### src/rtl/bin_to_seg8.sv
// Binary to 8-digit active-low 7-segment converter. A sequential double-dabble
// engine produces the BCD digits, and the display bytes are registered in one update at the end.

module bin_to_seg8_add3 (
  input  logic [3:0] nib_i,
  output logic [3:0] nib_o
);
  assign nib_o = (nib_i >= 4'd5) ? nib_i + 4'd3 : nib_i;
endmodule

module bin_to_seg8_digit (
  input  logic [3:0] nib_i,
  input  logic       blank_i,
  input  logic       dash_i,
  input  logic       dp_i,
  output logic [7:0] seg_o
);
  always_comb begin
    seg_o = 8'hFF;
    if (dash_i) begin
      seg_o = 8'hFD;
    end else if (!blank_i) begin
      case (nib_i)
        4'd0:    seg_o = 8'h03;
        4'd1:    seg_o = 8'h9F;
        4'd2:    seg_o = 8'h25;
        4'd3:    seg_o = 8'h0D;
        4'd4:    seg_o = 8'h99;
        4'd5:    seg_o = 8'h49;
        4'd6:    seg_o = 8'h41;
        4'd7:    seg_o = 8'h1F;
        4'd8:    seg_o = 8'h01;
        4'd9:    seg_o = 8'h09;
        default: seg_o = 8'hFF;
      endcase
    end
    // The decimal point applies to blanked and dashed digits as well.
    if (dp_i) seg_o[0] = 1'b0;
  end
endmodule

module bin_to_seg8 #(
  parameter int IN_WIDTH = 27,
  parameter bit LZ_BLANK = 1'b1
) (
  input  logic                clk_out,
  input  logic                reset,
  input  logic                start,
  input  logic [IN_WIDTH-1:0] bin_in,
  input  logic [7:0]          dp_in,
  output logic                busy,
  output logic                done,
  output logic                overflow,
  output logic [7:0]          display0,
  output logic [7:0]          display1,
  output logic [7:0]          display2,
  output logic [7:0]          display3,
  output logic [7:0]          display4,
  output logic [7:0]          display5,
  output logic [7:0]          display6,
  output logic [7:0]          display7
);
  localparam int NUM_DIG = 8;
  localparam int CW      = $clog2(IN_WIDTH + 1);
  localparam logic [CW-1:0] LAST = CW'(IN_WIDTH - 1);

  typedef enum logic [1:0] {IDLE, SHIFT, LOAD} state_t;

  state_t                         state_q, state_d;
  logic [IN_WIDTH-1:0]            bin_q, bin_d;
  logic [4*NUM_DIG-1:0]           bcd_q, bcd_d;
  logic [CW-1:0]                  cnt_q, cnt_d;
  logic [7:0]                     dp_q, dp_d;
  logic                           ovf_pend_q, ovf_pend_d;
  logic                           busy_q, busy_d;
  logic                           done_q, done_d;
  logic                           ovf_q, ovf_d;
  logic [NUM_DIG-1:0][7:0]        disp_q, disp_d;

  logic [4*NUM_DIG-1:0]           bcd_adj;
  logic [NUM_DIG-1:0]             blank_w;
  logic [NUM_DIG-1:0][7:0]        seg_w;
  logic                           ovf_in;

  // The BCD register cannot hold a ninth digit, so range is judged on the raw input.
  assign ovf_in = ({{(64-IN_WIDTH){1'b0}}, bin_in} > 64'd99_999_999);

  // Digit 0 (leftmost) lives in the top nibble of the BCD register.
  genvar g;
  generate
    for (g = 0; g < NUM_DIG; g++) begin : g_dig
      bin_to_seg8_add3 u_add3 (
        .nib_i (bcd_q[4*g +: 4]),
        .nib_o (bcd_adj[4*g +: 4])
      );
      bin_to_seg8_digit u_seg (
        .nib_i   (bcd_q[4*(NUM_DIG-1-g) +: 4]),
        .blank_i (blank_w[g]),
        .dash_i  (ovf_pend_q),
        .dp_i    (dp_q[NUM_DIG-1-g]),
        .seg_o   (seg_w[g])
      );
    end
  endgenerate

  always_comb begin
    logic run;
    run     = 1'b1;
    blank_w = '0;
    for (int i = 0; i < NUM_DIG - 1; i++) begin
      run        = run && (bcd_q[4*(NUM_DIG-1-i) +: 4] == 4'd0);
      blank_w[i] = LZ_BLANK && run;
    end
  end

  always_comb begin
    state_d    = state_q;
    bin_d      = bin_q;
    bcd_d      = bcd_q;
    cnt_d      = cnt_q;
    dp_d       = dp_q;
    ovf_pend_d = ovf_pend_q;
    busy_d     = busy_q;
    done_d     = 1'b0;
    ovf_d      = ovf_q;
    disp_d     = disp_q;
    case (state_q)
      IDLE: begin
        if (start) begin
          bin_d      = bin_in;
          dp_d       = dp_in;
          bcd_d      = '0;
          cnt_d      = '0;
          ovf_pend_d = ovf_in;
          busy_d     = 1'b1;
          state_d    = SHIFT;
        end
      end
      SHIFT: begin
        {bcd_d, bin_d} = {bcd_adj[4*NUM_DIG-2:0], bin_q, 1'b0};
        cnt_d          = cnt_q + 1'b1;
        if (cnt_q == LAST) state_d = LOAD;
      end
      LOAD: begin
        disp_d  = seg_w;
        ovf_d   = ovf_pend_q;
        done_d  = 1'b1;
        busy_d  = 1'b0;
        state_d = IDLE;
      end
      default: state_d = IDLE;
    endcase
  end

  always_ff @(posedge clk_out or negedge reset) begin
    if (!reset) begin
      state_q    <= IDLE;
      bin_q      <= '0;
      bcd_q      <= '0;
      cnt_q      <= '0;
      dp_q       <= '0;
      ovf_pend_q <= 1'b0;
      busy_q     <= 1'b0;
      done_q     <= 1'b0;
      ovf_q      <= 1'b0;
      disp_q     <= {NUM_DIG{8'hFF}};
    end else begin
      state_q    <= state_d;
      bin_q      <= bin_d;
      bcd_q      <= bcd_d;
      cnt_q      <= cnt_d;
      dp_q       <= dp_d;
      ovf_pend_q <= ovf_pend_d;
      busy_q     <= busy_d;
      done_q     <= done_d;
      ovf_q      <= ovf_d;
      disp_q     <= disp_d;
    end
  end

  assign busy     = busy_q;
  assign done     = done_q;
  assign overflow = ovf_q;
  assign display0 = disp_q[0];
  assign display1 = disp_q[1];
  assign display2 = disp_q[2];
  assign display3 = disp_q[3];
  assign display4 = disp_q[4];
  assign display5 = disp_q[5];
  assign display6 = disp_q[6];
  assign display7 = disp_q[7];
endmodule
### config.mk
export PLATFORM = sky130hd
export DESIGN_NAME = bin_to_seg8
export DESIGN_NICKNAME = d
export VERILOG_FILES = /design/src/rtl/bin_to_seg8.sv
export SDC_FILE = /design/constraint.sdc
export NUM_CORES = 1
export LEC_CHECK = 0
export CAP_MARGIN = 10
export CELL_PAD_IN_SITES_DETAIL_PLACEMENT = 1
export CELL_PAD_IN_SITES_GLOBAL_PLACEMENT = 2
export CORE_ASPECT_RATIO = 0.5
export CORE_UTILIZATION = 34
export CTS_CLUSTER_DIAMETER = 200
export DETAILED_ROUTE_END_ITERATION = 6
export GPL_TIMING_DRIVEN = 0
export PLACE_DENSITY_LB_ADDON = 0.05
export REMOVE_ABC_BUFFERS = 1
export SETUP_SLACK_MARGIN = 0.02
export SKIP_LAST_GASP = 1
export SYNTH_ARGS = -nofsm -noshare
export SYNTH_HDL_FRONTEND = slang
export SYNTH_SLANG_ARGS = --single-unit
### constraint.sdc
create_clock -name clk_out -period 2.2 [get_ports clk_out]
set_input_delay 0.22 -clock clk_out [delete_from_list [all_inputs] [get_ports clk_out]]
set_output_delay 0.22 -clock clk_out [all_outputs]
set_load 0.01 [all_outputs]
Word-level counts from Yosys, hierarchy flattened
Memory sizes are Yosys's and may differ from the RTL's.
Cells that the tools add are included.
{ "word_totals": {"out_inout_bits": 67, "regBits": 142, "n_memories": 8, "word_cells": 111, "mem_bits_ro": 896} }
{ "memory_table": {"columns": ["memory", "depth", "word_bits", "read_ports", "rd_clocked_by_memory_dff", "wr", "line", "text"], "rows": [
  ["(name not given)", 16, 7, 1, 0, 0, "23", "case (nib_i)"],
  ["(name not given)", 16, 7, 1, 0, 0, "23", null],
  ["(name not given)", 16, 7, 1, 0, 0, "23", null],
  ["(name not given)", 16, 7, 1, 0, 0, "23", null],
  ["(name not given)", 16, 7, 1, 0, 0, "23", null],
  ["(name not given)", 16, 7, 1, 0, 0, "23", null],
  ["+2 memories", null, null, null, null, null, null, null]
]} }
{ "classes": {"order_cmp": 9, "n_reduce_logical": 20, "mux": 43, "n_eq_ne": 5, "add_sub_neg": 9} }
{ "op_table": {"columns": ["operator", "count"], "rows": [
  ["8-bit 2-to-1 mux", 15],
  ["32-bit case mux with 2 select lines", 1],
  ["27-bit case mux with 2 select lines", 1],
  ["4-bit by 3-bit greater-or-equal comparator with 1-bit output (second input constant)", 8],
  ["32-bit 2-to-1 mux", 1],
  ["4-bit by 2-bit adder with 4-bit output (second input constant)", 7],
  ["4-bit logical NOT", 7],
  ["4-bit 2-to-1 mux", 7],
  ["27-bit > comparator (second input constant)", 1],
  ["27-bit 2-to-1 mux", 1],
  ["1-bit 2-to-1 mux", 10],
  ["5-bit case mux with 2 select lines", 1],
  ["2-bit AND reduction", 4],
  ["1-bit logical AND", 6],
  ["5-bit by 1-bit adder with 5-bit output (second input constant)", 1],
  ["5-bit == test (second input constant)", 1],
  ["5-bit 2-to-1 mux", 1],
  ["2-bit 2-to-1 mux", 2],
  ["2-bit inequality test (second input constant)", 2],
  ["2-bit case mux with 2 select lines", 1],
  ["2-bit nonzero test", 2],
  ["3-bit by 2-bit adder with 3-bit output (second input constant)", 1],
  ["3-bit 2-to-1 mux", 1],
  ["2-bit by 1-bit == test with 1-bit output (second input constant)", 1],
  ["3 further kinds", 3]
]} }

Longest topological paths before layout
{ "logic_depth": {"ltp_word": 10, "ltp_mapped": 7, "depth_no_buf": 7} }

Cells and area by module
Synthesis repeated with hierarchy kept, for this count alone.
{ "unflattened": {"cells_unflattened": 831, "area_unflattened_um2": 8534.4} }
{ "by_module_without_submodules": {"columns": ["module", "instances", "area_each_um2", "seq_area_each_um2", "cells_each"], "rows": [
  ["bin_to_seg8", 1, 5841.9, 3633.5, 455],
  ["bin_to_seg8_digit", 8, 235.2, 0.0, 31],
  ["bin_to_seg8_add3", 8, 101.3, 0.0, 16]
]} }

Worst setup path before layout
No wires, ideal clock.
{ "synth_path": {"kind": "reg2reg", "startpoint": "register bcd_q[28]", "endpoint": "register disp_q, in the netlist display5[1]", "stages_incl_launch_ff": 7, "slack_ps": 385, "setup_ps": 81, "path_buffers": 0, "arrival_ps": 1734, "path_cell_list": "dfrtp_1 inv_1 ha_1 and4bb_4 nand4_2 or3_1 o211ai_1"} }
{ "synth_via": {"elab_chain_len": 8} }
{ "synth_rtl": {"columns": ["element", "line", "text"], "rows": [
  ["from (decl)", "71", "logic [4*NUM_DIG-1:0] bcd_q, bcd_d;"],
  ["from (signal assigned)", "159", "bcd_q <= '0;"],
  ["from (signal assigned)", "170", "bcd_q <= bcd_d;"],
  ["4-bit logical NOT", "111", "run = run && (bcd_q[4*(NUM_DIG-1-i) +: 4] == 4'd0);"],
  ["1-bit logical AND (5 in series)", "111", null],
  ["8-bit 2-to-1 mux", "22", "end else if (!blank_i) begin"],
  ["8-bit 2-to-1 mux", "20", "if (dash_i) begin"],
  ["to (signal assigned)", "166", "disp_q <= {NUM_DIG{8'hFF}};"],
  ["to (signal assigned)", "177", "disp_q <= disp_d;"],
  ["to (decl)", "78", "logic [NUM_DIG-1:0][7:0] disp_q, disp_d;"]
]} }
Every way passes these cells.
A chain may end at the register's enable or synchronous reset.

Worst setup path after layout
{ "layout_path": {"startpoint": "register bcd_q[29]", "endpoint": "register disp_q, in the netlist display5[3]"} }
The elaborated chain is that of the path after synthesis.

==> metrics.yaml <==
relSlewSlack_pct: 44.2
synthSimpleGateAreaFrac_pct: 17.3
dp_worst_setup_slack_ns: -1.34
root_buffer: "clkbuf_16"
grt_max_degree: 91
vias: 6218
fmax_ghz: 0.481
rsz0062_at_grt: "true"
busiest_layer: "met2"
skew_ns: 0.00855
yosysMostFrequentCell: "nor2_1"
fill_cells: 2483
fin_cells: 1211
viasPerCell: 5.13
synth_top_area_cell: "dfrtp_1"
hold_class: "in2reg"
crit_chain: "inv_1, ha_2, and4bb_4, nand4_4, or3_1, a31oi_1"
syn_avg_cell_area_um2: 9.36
die-area_um2: 23000
drt.antenna.violating_nets: 0
drive_gt1_share_pct: 15.1
htreeDepth: 4
synth_area_leaders: "dfrtp_1 (26%), dfstp_2 (22%), ha_1 (7.2%)"
drt-initial-drc-count: 278
met3_usage_pct: 4.73
synth-async-reset-ratio_pct: 100
hold-worst-slack_ns: 0.314
p_per_area_nw_per_um2: 1640
track_usage_pct: 19.0
cts_buffers: 17
leakage_nw: 4.01
synth-xor-area-share_pct: 1.38
vdd_drop_max_mv: 0.543
grt_pass1_wl_um: 33600
worst_pin_slew_ns: 0.836
placed_cells: 1171
clock-sinks: 142
synth.top_cell.area_share_pct: 25.7
antenna_cells: 0
ys_warn_count: 0
synth.area.mux_share_pct: 2.06
drt-total-wl_um: 20400
end_kind: "flop"
port_buffers: 104
wl_per_cell_um: 16.9
synth_ff_type: "dfrtp_1"
met2_usage_pct: 30.3
outcome: "completed"
crit_slowest_cell: "dfrtp_1"
fin_nets: 980
clockBufferDepth: 2
synthCells: 812
path_max_fanout: 6
worstPathRequired_ns: 2.56
insertion_delay_ns: 0.44
start_util_pct: 34.9
area_growth_pct: 27.4
ys_ff_latch: 142
ios: 105
met1_usage_pct: 25.1
post-route-period-util_pct: 94.5
fp.dieW_um: 213
synth_compound_area_share_pct: 19.5
synth_area_um2: 7600
setup_viol: 0
hold_viol_final: 0
worstPathArrival_ns: 2.44
cap_viol_max_count: 0
slew_violations: 0
start_kind: "flop"
die_h_um: 108
period_minus_slack_ns: 2.08
path_clk_slew_ns: 0.06
utilization_pct: 44.5
cts_tree: "yes"
synth_top_family_by_area: "compound AO/OA/AOI/OAI gates"
tns_ns: 0
dp_hpwl_um: 13600
rows: 38
overflow: 0
synth_edf_count: 0
first_global_vias: 6344
fp.coreArea_um2: 21800
drc: 0
synthTopCellsByCount: "nor2_1 (104), dfrtp_1 (78), nand2_1 (77)"
first_pass_iters: 6
gp_congestion: 0.811
max_stage_delay_ns: 0.45
synthAdderAreaFrac_pct: 7.25
crit_type: "reg2reg"
ys_types: 57
seq_area_frac_synth_pct: 47.8
fin_ws_ns: 0.120
antenna_found_initial: 0
[power by group]
group / switching [W] / internal (W) / total, W
sequential: 0.00140 / 0.00422 / 0.00561
combinational: 0.00353 / 0.00354 / 0.00707
clock: 0.00120 / 0.00198 / 0.00317
[critical path: cells and delay by family, from the launching register on]
kind / cells / cell delay [ns]
and+or+nand+nor: 3 / 0.95
buffers and inverters: 1 / 0.16
AOI/OAI and AO/OA: 1 / 0.19
DFF: 1 / 0.45
adders and majority gates: 1 / 0.25
[state kept, by name, indices dropped and copies added, names as in the netlist, 8 cells and up]
| name | flops |
|---|---|
| display4 | 8 |
| bcd_q | 32 |
| display7 | 8 |
| bin_q | 27 |
| display5 | 8 |
| display3 | 8 |
| display2 | 8 |
| display0 | 8 |
| display6 | 8 |
| dp_q | 8 |
| display1 | 8 |
[kinds of logic (layout without fill, tap and decap cells)]
group / Yosys count / count (layout)
compound gates: 229 / 229
xor+xnor: 12 / 12
fa+ha+maj: 44 / 44
buf+inv: 89 / 187
flops: 142 / 142
mux: 15 / 15
simple gates: 281 / 282
[timing repair]
item / in CTS / in global routing
hold endpoints to repair: 15 / 0
pin swaps: 2 / 1
setup buffers: 3 / 3
gates cloned: 1 / 0
endpoints found under the setup margin: 57 / 42
gates resized for setup: 11 / 6
hold buffers: 1 / 0
[per-stage QoR]
stage	cell area, um2	power, W
6_report	9680	0.0159
3_5_place_dp	8930	0.0127
4_1_cts	9640	0.0160
3_3_place_gp	8800	0.0124
2_1_floorplan	7390	0.00991
5_1_grt	9680	0.0172
[final timing paths]
check                           slack, ns  cells after the start      start     endpoint
worst max-delay path                 0.12                      6  bcd_q[29]  display5[3]
min in group asynchronous            0.32                      2      reset         done
max in group asynchronous            1.04                      3      reset  display7[7]
worst min register to register       0.42                      1    dp_q[6]  display1[0]
worst min-delay path                 0.31                      3   dp_in[6]      dp_q[6]
worst max register to register       0.12                      6  bcd_q[29]  display5[3]
[layout make-up]
| type | instances | area (um2) | area share [%] |
|---|---|---|---|
| multi-input combinational | 582 | 3680 | 38.0 |
| sequential | 142 | 3630 | 37.5 |
| timing repair buffer | 117 | 1210 | 12.5 |
| clock buffer | 20 | 467 | 4.82 |
| tap | 300 | 375 | 3.88 |
| clock inverter | 12 | 165 | 1.71 |
| inverter | 38 | 155 | 1.60 |
[cell usage in the layout (no fill, tap or decap), types with 4 or more instances in the layout]
cell type and count:
a211oi_1 6, a21o_1 9, a21oi_1 47, a31oi_1 13
and3_1 4, buf_4 6, bufinv_16 4, clkbuf_16 17
clkdlybuf4s50_1 103, clkinv_2 6, dfrtp_1 78, dfstp_2 64
ha_1 41, inv_1 35, mux2_2 5, mux2i_1 10
nand2_1 77, nand2b_1 12, nand3_1 27, nand4_1 4
nor2_1 104, nor2b_1 7, nor3_1 17, nor3b_1 6
o21ai_0 58, o21ai_1 7, o22a_1 29, o22ai_1 30
or3_1 4, xnor2_1 11
[metal layers]
metal  vias to the layer above  part of all wire [%]
li1                       3025                     -
met1                      3087                    49
met3                        19                   4.0
met5                         -                     0
met4                         0                   1.4
met2                        87                    46
(Power assumes the default switching activity.)
